<file path="src/rtl/shift_add_multiplier.sv">
// Sequential unsigned shift-and-add multiplier with start/busy/done handshake.
// Optional sign restore of the product is enabled by defining SIGN_RESTORE_EN.
module shift_add_multiplier #(
    parameter int WIDTH = 12
) (
    input  logic                 clk,
    input  logic                 reset,
    input  logic                 start,
    input  logic [WIDTH-1:0]     a_in,
    input  logic [WIDTH-1:0]     b_in,
    input  logic                 sign_a,
    input  logic                 sign_b,
    output logic                 busy,
    output logic                 done,
    output logic [2*WIDTH-1:0]   product
);

    localparam int PW    = 2 * WIDTH;
    localparam int CNT_W = $clog2(WIDTH + 1);

    typedef enum logic [1:0] {
        IDLE = 2'd0,
        RUN  = 2'd1,
        DONE = 2'd2
    } state_t;

    state_t             state;
    state_t             state_next;

    logic [PW-1:0]      mcand;
    logic [WIDTH-1:0]   mplier;
    logic [PW-1:0]      acc;
    logic [CNT_W-1:0]   cnt;
    logic [PW-1:0]      acc_sum;
    logic               last_iter;
    logic               neg;

`ifdef SIGN_RESTORE_EN
    // Two's-complement the magnitude when exactly one operand was negative.
    function automatic logic [PW-1:0] restore_sign(input logic [PW-1:0] mag,
                                                   input logic          neg_f);
        restore_sign = neg_f ? (~mag + PW'(1)) : mag;
    endfunction
`else
    function automatic logic [PW-1:0] restore_sign(input logic [PW-1:0] mag,
                                                   input logic          neg_f);
        restore_sign = neg_f ? mag : mag;
    endfunction

    logic unused_signs;
    assign unused_signs = sign_a ^ sign_b;
`endif

    // Partial-product add for the current iteration; the final one feeds product directly.
    assign acc_sum   = acc + (mplier[0] ? mcand : '0);
    assign last_iter = (cnt == CNT_W'(WIDTH - 1));

    assign busy = (state == RUN);
    assign done = (state == DONE);

    always_ff @(posedge clk) begin
        if (reset) begin
            state <= IDLE;
        end else begin
            state <= state_next;
        end
    end

    always_comb begin
        state_next = state;
        case (state)
            IDLE:    if (start) state_next = RUN;
            RUN:     if (last_iter) state_next = DONE;
            DONE:    state_next = IDLE;
            default: state_next = IDLE;
        endcase
    end

    always_ff @(posedge clk) begin
        if (reset) begin
            mcand   <= '0;
            mplier  <= '0;
            acc     <= '0;
            cnt     <= '0;
            product <= '0;
        end else begin
            case (state)
                IDLE: begin
                    if (start) begin
                        mcand  <= PW'(a_in);
                        mplier <= b_in;
                        acc    <= '0;
                        cnt    <= '0;
                    end
                end
                RUN: begin
                    acc    <= acc_sum;
                    mcand  <= mcand << 1;
                    mplier <= mplier >> 1;
                    cnt    <= cnt + CNT_W'(1);
                    if (last_iter) begin
                        product <= restore_sign(acc_sum, neg);
                    end
                end
                default: ;
            endcase
        end
    end

`ifdef SIGN_RESTORE_EN
    always_ff @(posedge clk) begin
        if (reset) begin
            neg <= 1'b0;
        end else if (state == IDLE && start) begin
            neg <= sign_a ^ sign_b;
        end
    end
`else
    assign neg = 1'b0;
`endif

endmodule
</file>
<file path="config.mk">
export PLATFORM = sky130hd
export DESIGN_NAME = shift_add_multiplier
export DESIGN_NICKNAME = d
export VERILOG_FILES = /design/src/rtl/shift_add_multiplier.sv
export SDC_FILE = /design/constraint.sdc
export NUM_CORES = 1
export LEC_CHECK = 0
export ABC_AREA = 1
export BUFFER_PORTS_ARGS = -buffer_cell sky130_fd_sc_hd__buf_2
export CAP_MARGIN = 20
export CORE_ASPECT_RATIO = 1.5
export CORE_MARGIN = 8
export CORE_UTILIZATION = 54
export CTS_CLUSTER_DIAMETER = 30
export DETAILED_ROUTE_END_ITERATION = 8
export GPL_ROUTABILITY_DRIVEN = 0
export MAX_ROUTING_LAYER = met4
export PLACE_DENSITY = 0.76
export SYNTH_ARGS = -nofsm -noshare
export SYNTH_HDL_FRONTEND = slang
export SYNTH_SLANG_ARGS = --single-unit
</file>
<file path="constraint.sdc">
create_clock -name clk -period 5.75 [get_ports clk]
set_clock_uncertainty 0.15 [all_clocks]
set_input_delay 1.15 -clock clk [delete_from_list [all_inputs] [get_ports clk]]
set_output_delay 1.15 -clock clk [all_outputs]
set_load 0.005 [all_outputs]
</file>
---- Word-level counts from Yosys, hierarchy flattened ----
Cells that the tools add are included.
word-level totals
  register bits ........................... 90
  bits of input ports ..................... 29
  output and inout bits ................... 26
  word-level logic and storage cells ...... 30
operators by class
  add/sub/neg operators ................... 2
  equality and inequality tests ........... 5
  muxes and demuxes ....................... 12
  reduce and logical (&&, ||, !) cells .... 5
operators by type and width
  kind                   count
  $pmux W24 S2           2
  $mux W24               3
  $add A24 B24 Y24       1
  $pmux W12 S2           1
  $mux W12               1
  $pmux W4 S2            1
  $reduce_and A2 Y1      3
  $add A4 B1 Y4 const B  1
  $eq A4 B4 Y1 const B   1
  $mux W2                2
  $mux W4                1
  $pmux W2 S2            1
  $eq A2 B1 Y1 const B   1
  $eq A2 B2 Y1 const B   1
  $logic_not A2 Y1       1
  $ne A2 B1 Y1 const B   1
  $ne A2 B2 Y1 const B   1
  $reduce_bool A2 Y1     1

---- Longest topological paths before layout ----
  depth after elaboration ................. 3
  depth in mapped cells ................... 18
  mapped depth without buffers ............ 16

---- Least setup slack after synthesis ----
No wires, ideal clock.
  path type ............................... flip-flop to flip-flop
  from .................................... reg mplier[0]
  to ...................................... reg product[16]
  library setup time ...................... 0.109 ns
  arrival time ............................ 2.037 ns
  required time ........................... 5.491 ns
  path slack .............................. 3.454 ns
  cell stages (with the launch flop) ...... 17
  path buffers ............................ 2
  clock period less this slack ............ 2.296 ns
  cell sequence ........................... dfxtp_1 clkbuf_1 clkbuf_1 nand2_1 inv_1 ha_1 fa_1 nand3_1 nand3_2 nand2_1 nand2_2 nand3_1 nand3b_1 nand2_1 nand2_1 nand2_1 inv_1
on the way
  cells in the longest elaborated chain, start to end .. 2
ends and longest elaborated chain
  item                    line  source
  start, declared         31    logic [WIDTH-1:0] mplier;
  start signal, assigned  91    mplier <= b_in;
  start signal, assigned  99    mplier <= mplier >> 1;
  $mux W24                55    assign acc_sum = acc + (mplier[0] ? mcand : '0);
  $add A24 B24 Y24        55
  end signal, assigned    102   product <= restore_sign(acc_sum, neg);
  end, declared           15    output logic [2*WIDTH-1:0] product
No other way between the ends.
A chain may end at the register's enable or synchronous reset.

---- Worst setup path after layout ----
  from .................................... in start
  to ...................................... reg mcand[6]
on the way
  cells in the longest elaborated chain, start to end .. 2
ends and longest elaborated chain
  item                         line  source
  start, declared              8     input logic start,
  $ne A2 B2 Y1 (no line)       n/a
  $reduce_and A2 Y1 (no line)  n/a
  end signal, assigned         90    mcand <= PW'(a_in);
  end signal, assigned         98    mcand <= mcand << 1;
  end, declared                30    logic [PW-1:0] mcand;
No other way between the ends.

==> results_dict.tcl <==
set metrics [dict create \
    outcome "finished, final reports clean" \
    vdd.ir_drop.worst_v 0.000211 \
    synth_seq_area_share_pct 33.9 \
    finalHoldViolCount 0 \
    tns_ns 0 \
    nNetsFinal 931 \
    grt_max_degree 77 \
    yosysWarnings 0 \
    crit_fanout 33 \
    grt_pass1_wl_mm 22.2 \
    cts_tree "built" \
    fp.dieH_um 138 \
    cts.sink_count 90 \
    tightest_slew_ns 1.07 \
    viasPerCell 5.21 \
    leakagePower_nw 3.23 \
    max-clock-path-buffers 2 \
    fillers 910 \
    drive_gt1_share_pct 10.7 \
    hold_path_class "reg -> reg" \
    core_um2 9630 \
    synth_cells 841 \
    final_common_cell "nand2_1" \
    synth.avg_cell_area_um2 6.32 \
    cp_slowest_cell "nor2_2" \
    cts_resized 0 \
    drtIter0Drc 348 \
    fmax_ghz 0.335 \
    setup_viol 0 \
    powerDensity_nw_per_um2 219 \
    cp_cell_sequence "buf_2 -> nand2_1 -> nor2_2 -> nor2_4 -> buf_4 -> a22oi_1 -> nand2_1 -> nand2_1 -> inv_1" \
    grt_antenna_before_repair 0 \
    slew_violations 0 \
    criticalPathCategory "in -> reg" \
    htree_levels 3 \
    cpMostUsedCell "nand2_1" \
    critPathLaunchType "primary input" \
    rsz0062_at_grt "false" \
    antenna_cells 0 \
    vias 5196 \
    pin_count 55 \
    syn_area_um2 5320 \
    syn_nets 895 \
    synth.area.top_cells "dfxtp_1, nand2_1, inv_1, nor2_1, ha_1" \
    holdBufCountCts 0 \
    relSlewSlack_pct 28.9 \
    start_util_pct 55.2 \
    ys_seq_elements 90 \
    final_cell_mix "nand2_1, inv_1, dfxtp_1, nor2_1, buf_2" \
    yosysUniqueCellTypes 33 \
    numCtsBuffers 9 \
    dr.pass1.iters 6 \
    fin_crit_sh_pct 51.9 \
    postCtsSetupBuffers 0 \
    dp_hpwl_mm 9.77 \
    slowest_delay_ns 0.74 \
    syn_to_final_growth_pct 10.5 \
    die_area_um2 13300 \
    cp.required_ns 5.84 \
    rows 44 \
    final_cells 997 \
    port_buffers 52 \
    wl_mm 13.3 \
    cp.arrival_ns 3.08 \
    path_buf_inv 3 \
    period_minus_slack_ns 2.99 \
    cap_violations 0 \
    synth.largest_area_cell "dfxtp_1" \
    path_delay_family "simple AND/OR/NAND/NOR gates" \
    grt_pass1_vias 4934 \
    grt.overflow.total 0 \
    die_x_um 97.0 \
    globalRouteTotalUtil_pct 20.7 \
    insertion_delay_ns 0.34 \
    antenna_left 0 \
    synth_top_area_share_pct 33.9 \
    drc 0 \
    clockRootBuffer "clkbuf_16" \
    dp.cells 981 \
    clkSlewWorstSetupHoldPaths_ns 0.06 \
    worstSetupEndpointType "flip-flop" \
    routedWlPerCell_um 13.4 \
]
==> path summary, 6_finish.rpt <==
kind	from	to	slack (ns)	cells after the start
worst max-delay path	start	mcand[6]$_SDFFE_PP0P_	2.76	9
worst min-delay path	mplier[11]$_SDFFE_PP0P_	mplier[11]$_SDFFE_PP0P_	0.32	2
worst max register to register	mplier[0]$_SDFFE_PP0P_	product[16]$_SDFFE_PP0P_	2.78	15
worst min register to register	mplier[11]$_SDFFE_PP0P_	mplier[11]$_SDFFE_PP0P_	0.32	2
==> flip-flops by register name, summed over array words and instances, names as in the netlist <==
register	flops
state	2
cnt	4
acc	24
mcand	24
product	24
mplier	12
==> through the flow <==
stage               power, W  utilization, %  cell area [um^2]  hold WS (ns)  worst slack (ns)
detailed placement  0.000754            58.1              5600         0.309              2.38
global placement    0.000751            58.1              5600         0.301              2.40
floorplan           0.000728               -              5320         0.290              3.45
CTS                  0.00129            61.0              5870         0.319              2.74
finish               0.00129            61.0              5870         0.317              2.76
global route         0.00133            61.0              5870         0.333              2.47
==> where the power goes <==
part | leakage (nW) | switching [W] | internal [W]
logic | 2.37 | 0.0000609 | 0.0000272
registers | 0.729 | 0.0000142 | 0.000638
clock network | 0.137 | 0.000241 | 0.000305
==> synthesized netlist by cell type <==
cell      instances
inv_1           130
nor3_1            2
dfxtp_1          90
nor2_4            4
buf_4             3
a211oi_1          1
xor2_1            9
a21oi_2           2
ha_1             24
nand2_2           7
a22oi_1          25
o21ai_0           7
o21ai_1           6
a21oi_1          44
nand3b_1          4
nand3_1          33
nand3_2           4
nand4_1           7
buf_1             1
or2_1             1
nand2_1         303
clkbuf_4          1
inv_2             3
clkbuf_1         12
a21o_1            1
nor2_1           82
a31oi_1          12
fa_1              1
or2_2             1
nor2_2            4
o21a_1            2
xnor2_1           2
buf_2            13
==> routing by layer <==
metal / GRT usage (%) / vias to the layer above / wire length [um]
met5: - / - / 0
met4: 11.6 / 0 / 505
met3: 3.92 / 36 / 419
met2: 38.3 / 118 / 7010
met1: 20.0 / 2365 / 5390
li1: - / 2677 / -
==> cells by family (layout without fill, tap and decap cells) <==
kind of cell | Yosys count | after routing | synth area share [%]
adder cells (fa/ha/maj) | 25 | 25 | 6.02
XOR/XNOR | 11 | 11 | 1.81
buffers and inverters | 163 | 204 | 12.1
AO/OA/AOI/OAI | 100 | 100 | 11.2
flip-flops | 90 | 90 | 33.9
AND/OR/NAND/NOR | 452 | 452 | 35.0
==> tightest hold or removal path, delay by kind of cell (launching register included) <==
kind	cells	cell delay (ns)
AOI/OAI and AO/OA	1	0.05
and+or+nand+nor	1	0.06
DFF	1	0.31
==> final cells by class <==
class | count | area [um^2] | area share (%)
inverter | 133 | 499 | 8.50
timing repair buffer | 55 | 283 | 4.81
clock inverter | 4 | 27.5 | 0.469
multi-input combinational | 588 | 2870 | 48.9
sequential | 90 | 1800 | 30.7
clock buffer | 12 | 246 | 4.20
tap | 115 | 144 | 2.45
(Power assumes the default switching activity.)
